### config.mk
export PLATFORM = sky130hd
export DESIGN_NAME = riscv_muldiv
export DESIGN_NICKNAME = d
export VERILOG_FILES = /design/src/rtl/riscv_muldiv.sv
export SDC_FILE = /design/constraint.sdc
export NUM_CORES = 1
export LEC_CHECK = 0
export CORE_MARGIN = 2
export CORE_UTILIZATION = 40
export DETAILED_ROUTE_END_ITERATION = 12
export GPL_TIMING_DRIVEN = 0
export PLACE_DENSITY = 0.61
export RECOVER_POWER = 50
export SYNTH_ARGS = -nofsm -noshare
export SYNTH_HDL_FRONTEND = slang
export SYNTH_SLANG_ARGS = --single-unit
export TNS_END_PERCENT = 20
### constraint.sdc
create_clock -name clk -period 7.8 [get_ports clk]
set_input_delay 2.34 -clock clk [delete_from_list [all_inputs] [get_ports clk]]
set_output_delay 2.34 -clock clk [all_outputs]
set_load 0.005 [all_outputs]
### src/rtl/riscv_muldiv.sv
// Iterative RV32M/RV64M multiply/divide unit for the EX stage.
// Radix-2 shift-add multiply and restoring divide, one bit per cycle,
// with start/busy/done handshake, pipeline stall request and flush.
module riscv_muldiv #(
  parameter int DATA_W = 32
) (
  input  logic              clk,
  input  logic              reset,
  input  logic              start,
  input  logic [2:0]        Funct3,
  input  logic [DATA_W-1:0] src_a,
  input  logic [DATA_W-1:0] src_b,
  input  logic              kill,
  output logic              busy,
  output logic              stall,
  output logic              done,
  output logic [DATA_W-1:0] result
);

  localparam int CNT_W = $clog2(DATA_W + 1);

  typedef enum logic [1:0] {IDLE, PREP, CALC, FIN} state_t;

  state_t                     state, state_nxt;
  logic [2:0]                 op;
  logic signed [DATA_W-1:0]   opa, opb;
  logic [DATA_W-1:0]          opnd, mq, prev_result;
  logic [2*DATA_W-1:0]        acc;
  logic [CNT_W-1:0]           cnt;
  logic                       neg_res, neg_rem;

  logic                       is_div, sgn_a_op, sgn_b_op, sa, sb;
  logic                       div_zero, div_ovf, fast;
  logic [DATA_W-1:0]          mag_a, mag_b, fast_val, fin_val;
  logic [DATA_W:0]            add_sum, shifted, diff;
  logic [2*DATA_W-1:0]        acc_step, prod;
  logic [DATA_W-1:0]          mq_step, quo, rem;

  // Two's-complement negation when the recorded sign is negative
  function automatic logic [DATA_W-1:0] cond_neg_w(input logic [DATA_W-1:0] v, input logic n);
    return n ? -v : v;
  endfunction

  function automatic logic [2*DATA_W-1:0] cond_neg_2w(input logic [2*DATA_W-1:0] v, input logic n);
    return n ? -v : v;
  endfunction

  // Operand sign decode and divide fast-path detection (valid in PREP)
  assign is_div   = op[2];
  assign sgn_a_op = (op == 3'b001) | (op == 3'b010) | (op == 3'b100) | (op == 3'b110);
  assign sgn_b_op = (op == 3'b001) | (op == 3'b100) | (op == 3'b110);
  assign sa       = sgn_a_op & opa[DATA_W-1];
  assign sb       = sgn_b_op & opb[DATA_W-1];
  assign mag_a    = cond_neg_w($unsigned(opa), sa);
  assign mag_b    = cond_neg_w($unsigned(opb), sb);
  assign div_zero = is_div & ($unsigned(opb) == '0);
  assign div_ovf  = is_div & ~op[0] & ($unsigned(opa) == {1'b1, {(DATA_W-1){1'b0}}})
                  & ($unsigned(opb) == '1);
  assign fast     = div_zero | div_ovf;
  // Fast-path results are final: no sign fix-up afterwards
  assign fast_val = op[1] ? (div_zero ? $unsigned(opa) : '0)
                          : (div_zero ? '1 : $unsigned(opa));

  // One iteration of shift-add multiply or restoring divide
  always_comb begin
    add_sum = {1'b0, acc[2*DATA_W-1:DATA_W]} + (mq[0] ? {1'b0, opnd} : '0);
    shifted = {acc[2*DATA_W-1:DATA_W], mq[DATA_W-1]};
    diff    = shifted - {1'b0, opnd};
    if (is_div) begin
      acc_step = diff[DATA_W] ? {shifted[DATA_W-1:0], acc[DATA_W-1:0]}
                              : {diff[DATA_W-1:0], acc[DATA_W-1:0]};
      mq_step  = {mq[DATA_W-2:0], ~diff[DATA_W]};
    end else begin
      acc_step = {add_sum, acc[DATA_W-1:1]};
      mq_step  = {1'b0, mq[DATA_W-1:1]};
    end
  end

  // Sign fix-up and result select on the final iteration's outputs, so the
  // result register is already valid in the done cycle
  always_comb begin
    prod = cond_neg_2w(acc_step, neg_res);
    quo  = cond_neg_w(mq_step, neg_res);
    rem  = cond_neg_w(acc_step[2*DATA_W-1:DATA_W], neg_rem);
    case (op)
      3'b000:                 fin_val = prod[DATA_W-1:0];
      3'b001, 3'b010, 3'b011: fin_val = prod[2*DATA_W-1:DATA_W];
      3'b100, 3'b101:         fin_val = quo;
      default:                fin_val = rem;
    endcase
  end

  // State register
  always_ff @(posedge clk) begin
    if (!reset) state <= IDLE;
    else        state <= state_nxt;
  end

  // Next-state logic
  always_comb begin
    state_nxt = state;
    case (state)
      IDLE: if (start && !kill) state_nxt = PREP;
      PREP: if (kill)           state_nxt = IDLE;
            else if (fast)      state_nxt = FIN;
            else                state_nxt = CALC;
      CALC: if (kill)                        state_nxt = IDLE;
            else if (cnt == CNT_W'(1))       state_nxt = FIN;
      FIN:  state_nxt = IDLE;
      default: state_nxt = IDLE;
    endcase
  end

  // Handshake outputs
  always_comb begin
    busy  = (state != IDLE);
    done  = (state == FIN) & ~kill;
    stall = (start & ~kill & (state == IDLE)) | (busy & ~done);
  end

  // Control state: iteration counter and architectural result
  always_ff @(posedge clk) begin
    if (!reset) begin
      cnt    <= '0;
      result <= '0;
    end else begin
      case (state)
        PREP: begin
          cnt <= CNT_W'(DATA_W);
          if (fast && !kill) result <= fast_val;
        end
        CALC: begin
          cnt <= cnt - CNT_W'(1);
          if ((cnt == CNT_W'(1)) && !kill) result <= fin_val;
        end
        // A flush in the done cycle withdraws the freshly written result
        FIN: if (kill) result <= prev_result;
        default: ;
      endcase
    end
  end

  // Datapath: operand capture, magnitudes, accumulator and quotient/multiplier
  always_ff @(posedge clk) begin
    case (state)
      IDLE: if (start && !kill) begin
        op  <= Funct3;
        opa <= $signed(src_a);
        opb <= $signed(src_b);
      end
      PREP: begin
        prev_result <= result;
        acc         <= '0;
        neg_res     <= sa ^ sb;
        neg_rem     <= sa;
        if (is_div) begin
          mq   <= mag_a;
          opnd <= mag_b;
        end else begin
          mq   <= mag_b;
          opnd <= mag_a;
        end
      end
      CALC: begin
        acc <= acc_step;
        mq  <= mq_step;
      end
      default: ;
    endcase
  end

endmodule
# Word level (Yosys, flattened, before mapping)
# Cells that the tools add are included.
dict set report op_classes {
  addsub 8
  mul 0
  div 0
  order_cmp 0
  eq_ne 17
  shift 0
  n_mux 28
  bitwise 22
  reduce_logical 15
}
# cell count
set ops {}
lappend ops {{32-bit two-way mux} 14}
lappend ops {{64-bit two-way mux} 3}
lappend ops {{32-bit one-hot mux with 3 select lines} 2}
lappend ops {{32-bit negator} 4}
lappend ops {{64-bit one-hot mux with 2 select lines} 1}
lappend ops {{32-bit equality test (second input constant)} 2}
lappend ops {{64-bit negator} 1}
lappend ops {{32-bit one-hot mux with 2 select lines} 1}
lappend ops {{32-bit by 32-bit adder with 33-bit output} 1}
lappend ops {{33-bit by 32-bit subtractor with 33-bit output} 1}
lappend ops {{32-bit zero test} 1}
lappend ops {{6-bit one-hot mux with 2 select lines} 1}
lappend ops {{1-bit bitwise AND} 10}
lappend ops {{3-bit equality test (second input constant)} 3}
lappend ops {{2-bit two-way mux} 4}
lappend ops {{2-bit != test (second input constant)} 4}
lappend ops {{2-bit one-hot mux with 4 select lines} 1}
lappend ops {{1-bit bitwise OR} 7}
lappend ops {{3-bit by 2-bit equality test with 1-bit output (second input constant)} 2}
lappend ops {{6-bit by 1-bit equality test with 1-bit output (second input constant)} 1}
lappend ops {{6-bit by 1-bit subtractor with 6-bit output (second input constant)} 1}
lappend ops {{2-bit equality test (second input constant)} 2}
lappend ops {{1-bit NOT} 4}
lappend ops {{2-bit AND reduction} 2}
lappend ops {{other kinds (14)} 17}
dict set report word_totals {
  register_bits 269
  latch_bits 0
  ram_bits 0
  rom_bits 0
  in_bits 71
  output_inout_bits 35
  word_cells 102
  n_memories 0
}

# Longest topological paths before layout
# Gate-level depths: netlist of the first run.
dict set report logic_depth {
  ltp_word 8
  depth_mapped 24
  depth_no_buf 23
}

# Worst setup path after synthesis of the first run
# No wires, ideal clock.
dict set report synth_path {
  path_type {input -> output}
  from {input port kill}
  to {output port stall}
  arrival_ns 5.728
  required_ns 5.460
  setup_slack_ns -0.268
  cell_stages 4
  cell_sequence {inv_1 > nand2_1 > nor2_1 > or2_2}
}
dict set report synth_via {
  elab_chain_cells 5
  elab_cells_between_ends 7
  classes_between {bitwise: 7}
}
# element line
set synth_lines {}
lappend synth_lines {{start, declared} 13} ;# input logic kill,
lappend synth_lines {{1-bit NOT *} {117, 118}}
lappend synth_lines {{1-bit bitwise AND} 117} ;# done = (state == FIN) & ~kill;
lappend synth_lines {{1-bit NOT} 118} ;# stall = (start & ~kill & (state == IDLE)) | (busy & ~done);
lappend synth_lines {{1-bit bitwise AND} 118}
lappend synth_lines {{1-bit bitwise OR *} 118}
lappend synth_lines {{end, declared} 15} ;# output logic stall,
# Every way passes the cells marked *; elsewhere a longest branch is shown, timed or not.

# Worst setup path after layout of the first run
dict set report layout_path {
  from {register op[2]}
  to {register result[22]}
}
dict set report layout_via {
  elab_chain_cells 7
  elab_cells_between_ends 31
  classes_between {add/sub: 3; eq/ne: 6; mux: 12; bitwise: 5; reduce/logical: 5}
}
# element line
set layout_lines {}
lappend layout_lines {{start, declared} 25} ;# logic [2:0] op;
lappend layout_lines {{start signal, assigned} 147} ;# op <= Funct3;
lappend layout_lines {{parallel branches: the longest is 7 deep, another holds 64-bit negator} --}
lappend layout_lines {{end signal, assigned} 130} ;# if (fast && !kill) result <= fast_val;
lappend layout_lines {{end signal, assigned} 134} ;# if ((cnt == CNT_W'(1)) && !kill) result <= fin_val;
lappend layout_lines {{end signal, assigned} 137} ;# FIN: if (kill) result <= prev_result;
lappend layout_lines {{end, declared} 17} ;# output logic [DATA_W-1:0] result
# Several ways; the timed one is not identified. The select of a mux whose other input is x is not followed.
# A chain may end at the register's enable or synchronous reset.

==> impl_metrics.py, run 1 <==
metrics = {
    "outcome": {
        "status": "complete, but fails checks",
        "failed_checks": "max-capacitance violations, max-slew violations",
    },
    "drt": {
        "first_pass_iters": 7,
        "vias": 21700,
        "drt-total-wl_um": 102000,
        "via_per_inst": 6.47,
        "drtIter0Drc": 2481,
        "drcViolationCount": 0,
        "final_antenna_net_count": 0,
        "wl_per_cell_um": 30.3,
    },
    "synthesis": {
        "ys_warn_count": 0,
        "ys_ff_latch": 269,
        "syn_avg_cell_area_um2": 8.84,
        "synth_edf_count": 229,
        "synth_compound_area_frac": 0.224,
        "synth_flop_cell": "edfxtp_1",
        "synth_top_family_by_area": "compound AO/OA/AOI/OAI gates",
        "synth-simple-area-share": 0.192,
        "ys_seq_area_frac": 0.348,
        "synthCells": 2493,
        "ys_types": 108,
        "synth-xor-area-share": 0.0831,
        "synth_area_um2": 22000,
        "synth_mux_area_frac": 0.0526,
        "synth-async-reset-ratio": 0,
        "synth_nets": 2642,
        "synth_fa_ha_area_frac": 0.0586,
    },
    "cells_and_area": {
        "final_cell_mix": "nor2_1 (261), edfxtp_1 (229), nand2_1 (211)",
        "syn_to_final_growth_pct": 13.8,
        "final_area_um2": 25100,
        "final_core_util": 0.458,
        "diodes": 0,
        "final_common_cell": "nor2_1",
        "drive_above_1_share": 0.0722,
        "final_net_count": 2784,
    },
    "clock_network": {
        "path_clk_slew_ns": 0.07,
        "tritoncts": "yes",
        "cts_buffers": 31,
        "cts.sinks": 269,
        "clkLatencyLatePin_ns": 0.62,
        "hold_buffers": 0,
        "cts_max_path_buffers": 3,
        "cts-root-buf": "clkbuf_16",
        "cts_max_level": 1,
    },
    "placement": {
        "post_dp_cell_area_um2": 24100,
        "place_hpwl_um": 81500,
        "io_buffer_count": 105,
        "gp_congestion": 1.05,
    },
    "grt": {
        "grt_max_degree": 66,
        "grt_pass1_vias": 20900,
        "grt_first_pass_wirelength_um": 145000,
        "gr-total-overflow": 0,
        "grt_usage": 0.352,
        "antenna_found_initial": 6,
    },
    "timing": {
        "rsz0062_at_grt": "no",
        "setup_viol": 0,
        "layout_min_cycle_time_ns": 7.57,
        "fin_worst_skew_ns": 0.0474,
        "max_freq_mhz": 132,
        "worst_slew_margin_rel": -1.80,
        "final_max_slew_viol_count": 169,
        "hold_viol": 0,
        "fin_crit_sh": 0.971,
        "worst_pin_slew_ns": 4.20,
    },
    "floorplan": {
        "fp.dieArea_um2": 57000,
        "core-area_um2": 54800,
        "die_w_um": 239,
        "rows": 86,
        "die_y_um": 239,
        "start_util": 0.402,
        "io_pins": 106,
    },
    "critical_path": {
        "crit_slowest_cell": "nor4_2",
        "critical-path-top-delay-family": "buffers and inverters",
        "cp_max_fo": 19,
        "critPathCaptureType": "flip-flop",
        "path_cells": "buf_12, clkbuf_4, buf_2, clkbuf_4, buf_4, buf_4, clkbuf_2, clkdlybuf4s15_2, mux2i_1, ha_1, nand4_1, or2_1, or2_1, nor2b_1, nand3_1, nor4_2, nand2_1, nor2_1, mux2_1, o221ai_2, a31oi_1",
        "critPathLaunchType": "flip-flop",
        "crit_required_ns": 8.25,
        "worst-setup-path-type": "reg2reg",
        "worst-path-buf-inv": 8,
        "critPathMaxStageDelay_ns": 0.54,
        "arrival_ns": 8.03,
        "r2r_setup_slack_ns": 0.23,
    },
    "power_and_ir_drop": {
        "leakagePower_nw": 8.79,
        "vdd_drop_max_mv": 0.190,
        "p_per_area_nw_per_um2": 244,
    },
    "job": {
        "cap_violations": 3,
    },
    "hold_path": {
        "hp-class": "reg2reg",
    },
}
sequential cells by signal, indices dropped and copies added (netlist names):
signal / count
acc: 64
mq: 32
opa: 32
opb: 32
opnd: 32
prev_result: 32
result: 32
cnt: 6
op: 3
state: 2
neg_rem: 1
neg_res: 1
cell usage after synthesis (21+ instances only):
library cell,count,area share
o21ai_0,155,0.035
dfxtp_1,40,0.036
a22oi_1,32,0.011
and2_1,57,0.016
inv_1,77,0.013
a21oi_1,180,0.041
nand4_1,30,0.0085
a211oi_1,26,0.0089
nand2_1,211,0.036
nor4_1,21,0.0060
o41ai_1,24,0.0095
mux4_2,29,0.030
o21ai_1,22,0.0050
edfxtp_1,229,0.31
a31oi_1,40,0.011
maj3_1,30,0.014
nor2_1,262,0.045
ha_1,76,0.043
o31ai_1,39,0.013
xor2_1,93,0.037
mux2i_1,36,0.016
buf_2,26,0.0059
xnor2_1,116,0.046
o211ai_1,31,0.011
or3_1,40,0.011
nand3_1,43,0.0098
nor3_1,73,0.017
clkbuf_1,94,0.016
nor2b_1,23,0.0065
final timing paths:
path                          end  cells after the start       start
setup / recovery       result[22]                     21       op[2]
hold reg to reg   prev_result[22]                      0  result[22]
setup reg to reg       result[22]                     21       op[2]
hold / removal    prev_result[22]                      0  result[22]
per-stage QoR:
step | power, mW | hold slack (ns) | instances | TNS, ns | setup WS (ns)
after CTS | 6.03 | 0.457 | 3358 | -0.0230 | -0.0148
after global routing | 6.35 | 0.479 | 3363 | 0 | 0.112
after floorplan | 3.56 | 0.449 | 2493 | 0 | 0.901
after detailed placement | 4.59 | 0.441 | 3305 | -31.11 | -2.54
final | 6.12 | 0.457 | 3363 | 0 | 0.228
after global placement | 4.58 | 0.439 | 3302 | -32.84 | -2.65
layer usage:
metal | global-route usage | vias up | share of wire
met4 | 0.172 | 6 | 0.058
met5 | 0 | - | 0.00030
met1 | 0.456 | 10600 | 0.40
met2 | 0.548 | 1175 | 0.44
met3 | 0.0880 | 284 | 0.10
li1 | - | 9652 | -
cell type report:
cell class,instances,area [um^2]
inverter,79,300
clock buffer,34,797
clock inverter,23,180
fill,5362,29700
multi-input combinational,2003,13500
tap,704,881
buffer,138,614
timing repair buffer,113,1130
sequential,269,7680
what timing repair did:
| action | 4_1_cts | 5_1_grt |
|---|---|---|
| setup endpoints to repair | 17 | 10 |
| setup buffers | 0 | 5 |
| pin swaps | 0 | 0 |
| resized for setup | 9 | 6 |
cells by family (layout without fill, tap and decap cells):
logic type	after synthesis	count (layout)
XOR/XNOR	209	209
AND/OR/NAND/NOR	867	867
buffers and inverters	221	387
adder cells (fa/ha/maj)	108	108
AO/OA/AOI/OAI	741	741
flip-flops	269	269
multiplexers	78	78
where the power goes:
part / switching [mW] / internal (mW) / leakage, nW
registers: 0.235 / 1.81 / 2.49
clock network: 0.667 / 0.777 / 0.469
logic: 1.76 / 0.873 / 5.83
total: 2.66 / 3.46 / 8.79
worst register-to-register path, delay by kind of cell (launching register included):
family,cells,cell delay (ns)
buffers and inverters,8,3.10
adder cells (fa/ha/maj),1,0.28
AO/OA/AOI/OAI,2,0.67
AND/OR/NAND/NOR,8,2.36
multiplexers,2,0.67
flip-flops,1,0.37
Power figures use the tool's default switching activity.
==> inputs of run 2 (changes only) <==
Settings changed: TNS_END_PERCENT 20 to 10.
==> impl_metrics.py, run 2 (synthesis results as in run 1) <==
metrics = {
    "outcome": {
        "status": "complete, but fails checks",
        "failed_checks": "max-capacitance violations, max-slew violations",
    },
    "clock_network": {
        "cts_max_path_buffers": 3,
        "cts-root-buf": "clkbuf_16",
        "tritoncts": "yes",
        "path_clk_slew_ns": 0.06,
        "cts_buffers": 31,
        "cts.sinks": 269,
        "clkLatencyLatePin_ns": 0.62,
        "hold_buffers": 0,
        "cts_max_level": 1,
    },
    "drt": {
        "wl_per_cell_um": 30.2,
        "via_per_inst": 6.48,
        "first_pass_iters": 7,
        "final_antenna_net_count": 0,
        "drcViolationCount": 0,
        "vias": 21800,
        "drt-total-wl_um": 102000,
        "drtIter0Drc": 2767,
    },
    "timing": {
        "holdWs_ns": 0.458,
        "rsz0062_at_grt": "no",
        "max_freq_mhz": 132,
        "layout_min_cycle_time_ns": 7.58,
        "fin_tns_setup_ns": 0,
        "fin_crit_sh": 0.971,
        "hold_viol": 0,
        "fin_worst_skew_ns": 0.0509,
        "worst_pin_slew_ns": 4.17,
        "final_max_slew_viol_count": 169,
        "worst_slew_margin_rel": -1.78,
        "setup_viol": 0,
    },
    "cells_and_area": {
        "multi_input_area_um2": 13500,
        "register_area_um2": 7680,
        "final_common_cell": "nor2_1",
        "n_fill_cell": 5363,
        "diodes": 0,
        "final_net_count": 2783,
        "final_cell_mix": "nor2_1 (261), edfxtp_1 (229), nand2_1 (211)",
        "drive_above_1_share": 0.0715,
        "syn_to_final_growth_pct": 13.7,
        "registers.top_by_ff_count": "acc",
        "stdcell_count": 3362,
        "largest_reg_flops": 64,
    },
    "power_and_ir_drop": {
        "share_seq_of_total_power": 0.334,
        "internal_power_mw": 3.46,
        "design_power_total_mw": 6.11,
        "vdd_drop_max_mv": 0.190,
        "clock_power_share": 0.236,
        "p_comb_frac": 0.430,
        "p_per_area_nw_per_um2": 244,
        "p_sw_frac": 0.434,
        "switchingPower_mw": 2.66,
        "leakagePower_nw": 8.78,
    },
    "grt": {
        "grt_usage": 0.352,
        "grt_max_degree": 66,
        "antenna_found_initial": 6,
        "gr-total-overflow": 0,
        "grt_pass1_vias": 20900,
        "grt_first_pass_wirelength_um": 145000,
    },
    "placement": {
        "io_buffer_count": 105,
        "place_hpwl_um": 81500,
        "gp_congestion": 1.05,
        "place_inst": 3305,
    },
    "critical_path": {
        "crit_required_ns": 8.26,
        "cp_max_fo": 10,
        "worst-setup-path-type": "reg2reg",
        "r2r-end": "result[24]",
        "r2r_start": "op[2]",
        "critPathLaunchType": "flip-flop",
        "arrival_ns": 8.04,
        "worst_r2r_path_depth": 21,
        "r2r_setup_slack_ns": 0.22,
        "critPathCaptureType": "flip-flop",
    },
    "floorplan": {
        "rows": 86,
        "die_y_um": 239,
        "io_pins": 106,
        "die_w_um": 239,
        "start_util": 0.402,
        "fp.dieArea_um2": 57000,
        "core-area_um2": 54800,
    },
    "hold_path": {
        "hold_end": "prev_result[10]",
        "min-delay-start": "result[10]",
        "hold_depth": 0,
        "hp-class": "reg2reg",
    },
    "job": {
        "cap_violations": 3,
    },
}
-- run 2: cell count changes in the layout (fill, tap and decap cells not counted), sizes merged --
| cell | before | now |
|---|---|---|
| buf | 47 | 46 |
-- run 2: critical path: stages, from the launching register on --
cell,delay [ns]
edfxtp_1,0.37
buf_12,0.15
clkinvlp_4,0.12
clkbuf_1,0.32
clkbuf_1,0.58
clkdlybuf4s15_2,0.62
clkbuf_2,0.48
clkbuf_1,0.41
a21oi_1,0.30
ha_1,0.26
nand2_1,0.07
a2111oi_1,0.70
nand4_1,0.29
or2_2,0.40
or3_1,0.43
nand2_1,0.11
xnor2_1,0.12
o21ai_0,0.51
o21ai_0,0.26
a221o_1,0.33
o221ai_2,0.45
a31oi_1,0.16
-- run 2: area by class of cell --
class,instances,share of cell area
clock buffers,34,0.0318
well taps,704,0.0352
clock inverters,23,0.00719
multi-input cells,2003,0.538
plain buffers,138,0.0245
repair buffers,112,0.0448
flip-flops and latches,269,0.306
inverters,79,0.0120
-- run 2: repair_timing --
item / in CTS / in global routing
setup endpoints to repair: 17 / 10
setup buffers: 0 / 4
resized for setup: 9 / 5
-- run 2: stage by stage --
stage | utilization | setup WS, ns | cell area [um^2]
after global placement | 0.438 | -2.65 | 24000
after floorplan | - | 0.901 | 22000
after global routing | 0.457 | 0.114 | 25000
final | 0.457 | 0.225 | 25000
after CTS | 0.458 | -0.0148 | 25100
after detailed placement | 0.440 | -2.54 | 24100
-- run 2: how the worst max path moves through the flow --
stage | startpoint | end | slack (ns) | depth (start not counted)
global placement | op[2] | result[22] | -2.65 | 23
CTS | op[2] | result[22] | -0.01 | 20
finish | op[2] | result[24] | 0.22 | 21
floorplan | kill | stall | 0.90 | 4
global route | op[2] | result[22] | 0.11 | 21
detailed placement | op[2] | result[22] | -2.54 | 23
-- run 2: power by group through the flow --
stage                     sequential [mW]  clock, mW  combinational [mW]
final                                2.04       1.44                2.63
after global routing                 2.06       1.51                2.78
after CTS                            2.02       1.45                2.56
after detailed placement             2.05          0                2.54
after global placement               2.06          0                2.52
after floorplan                      1.95          0                1.62
-- run 2: routing by layer --
layer	wire (um)	vias up	global-route usage
met4	5790	6	0.171
met2	44500	1170	0.548
met1	41800	10700	0.458
li1	-	9651	-
met3	9540	273	0.0856
met5	31	-	0
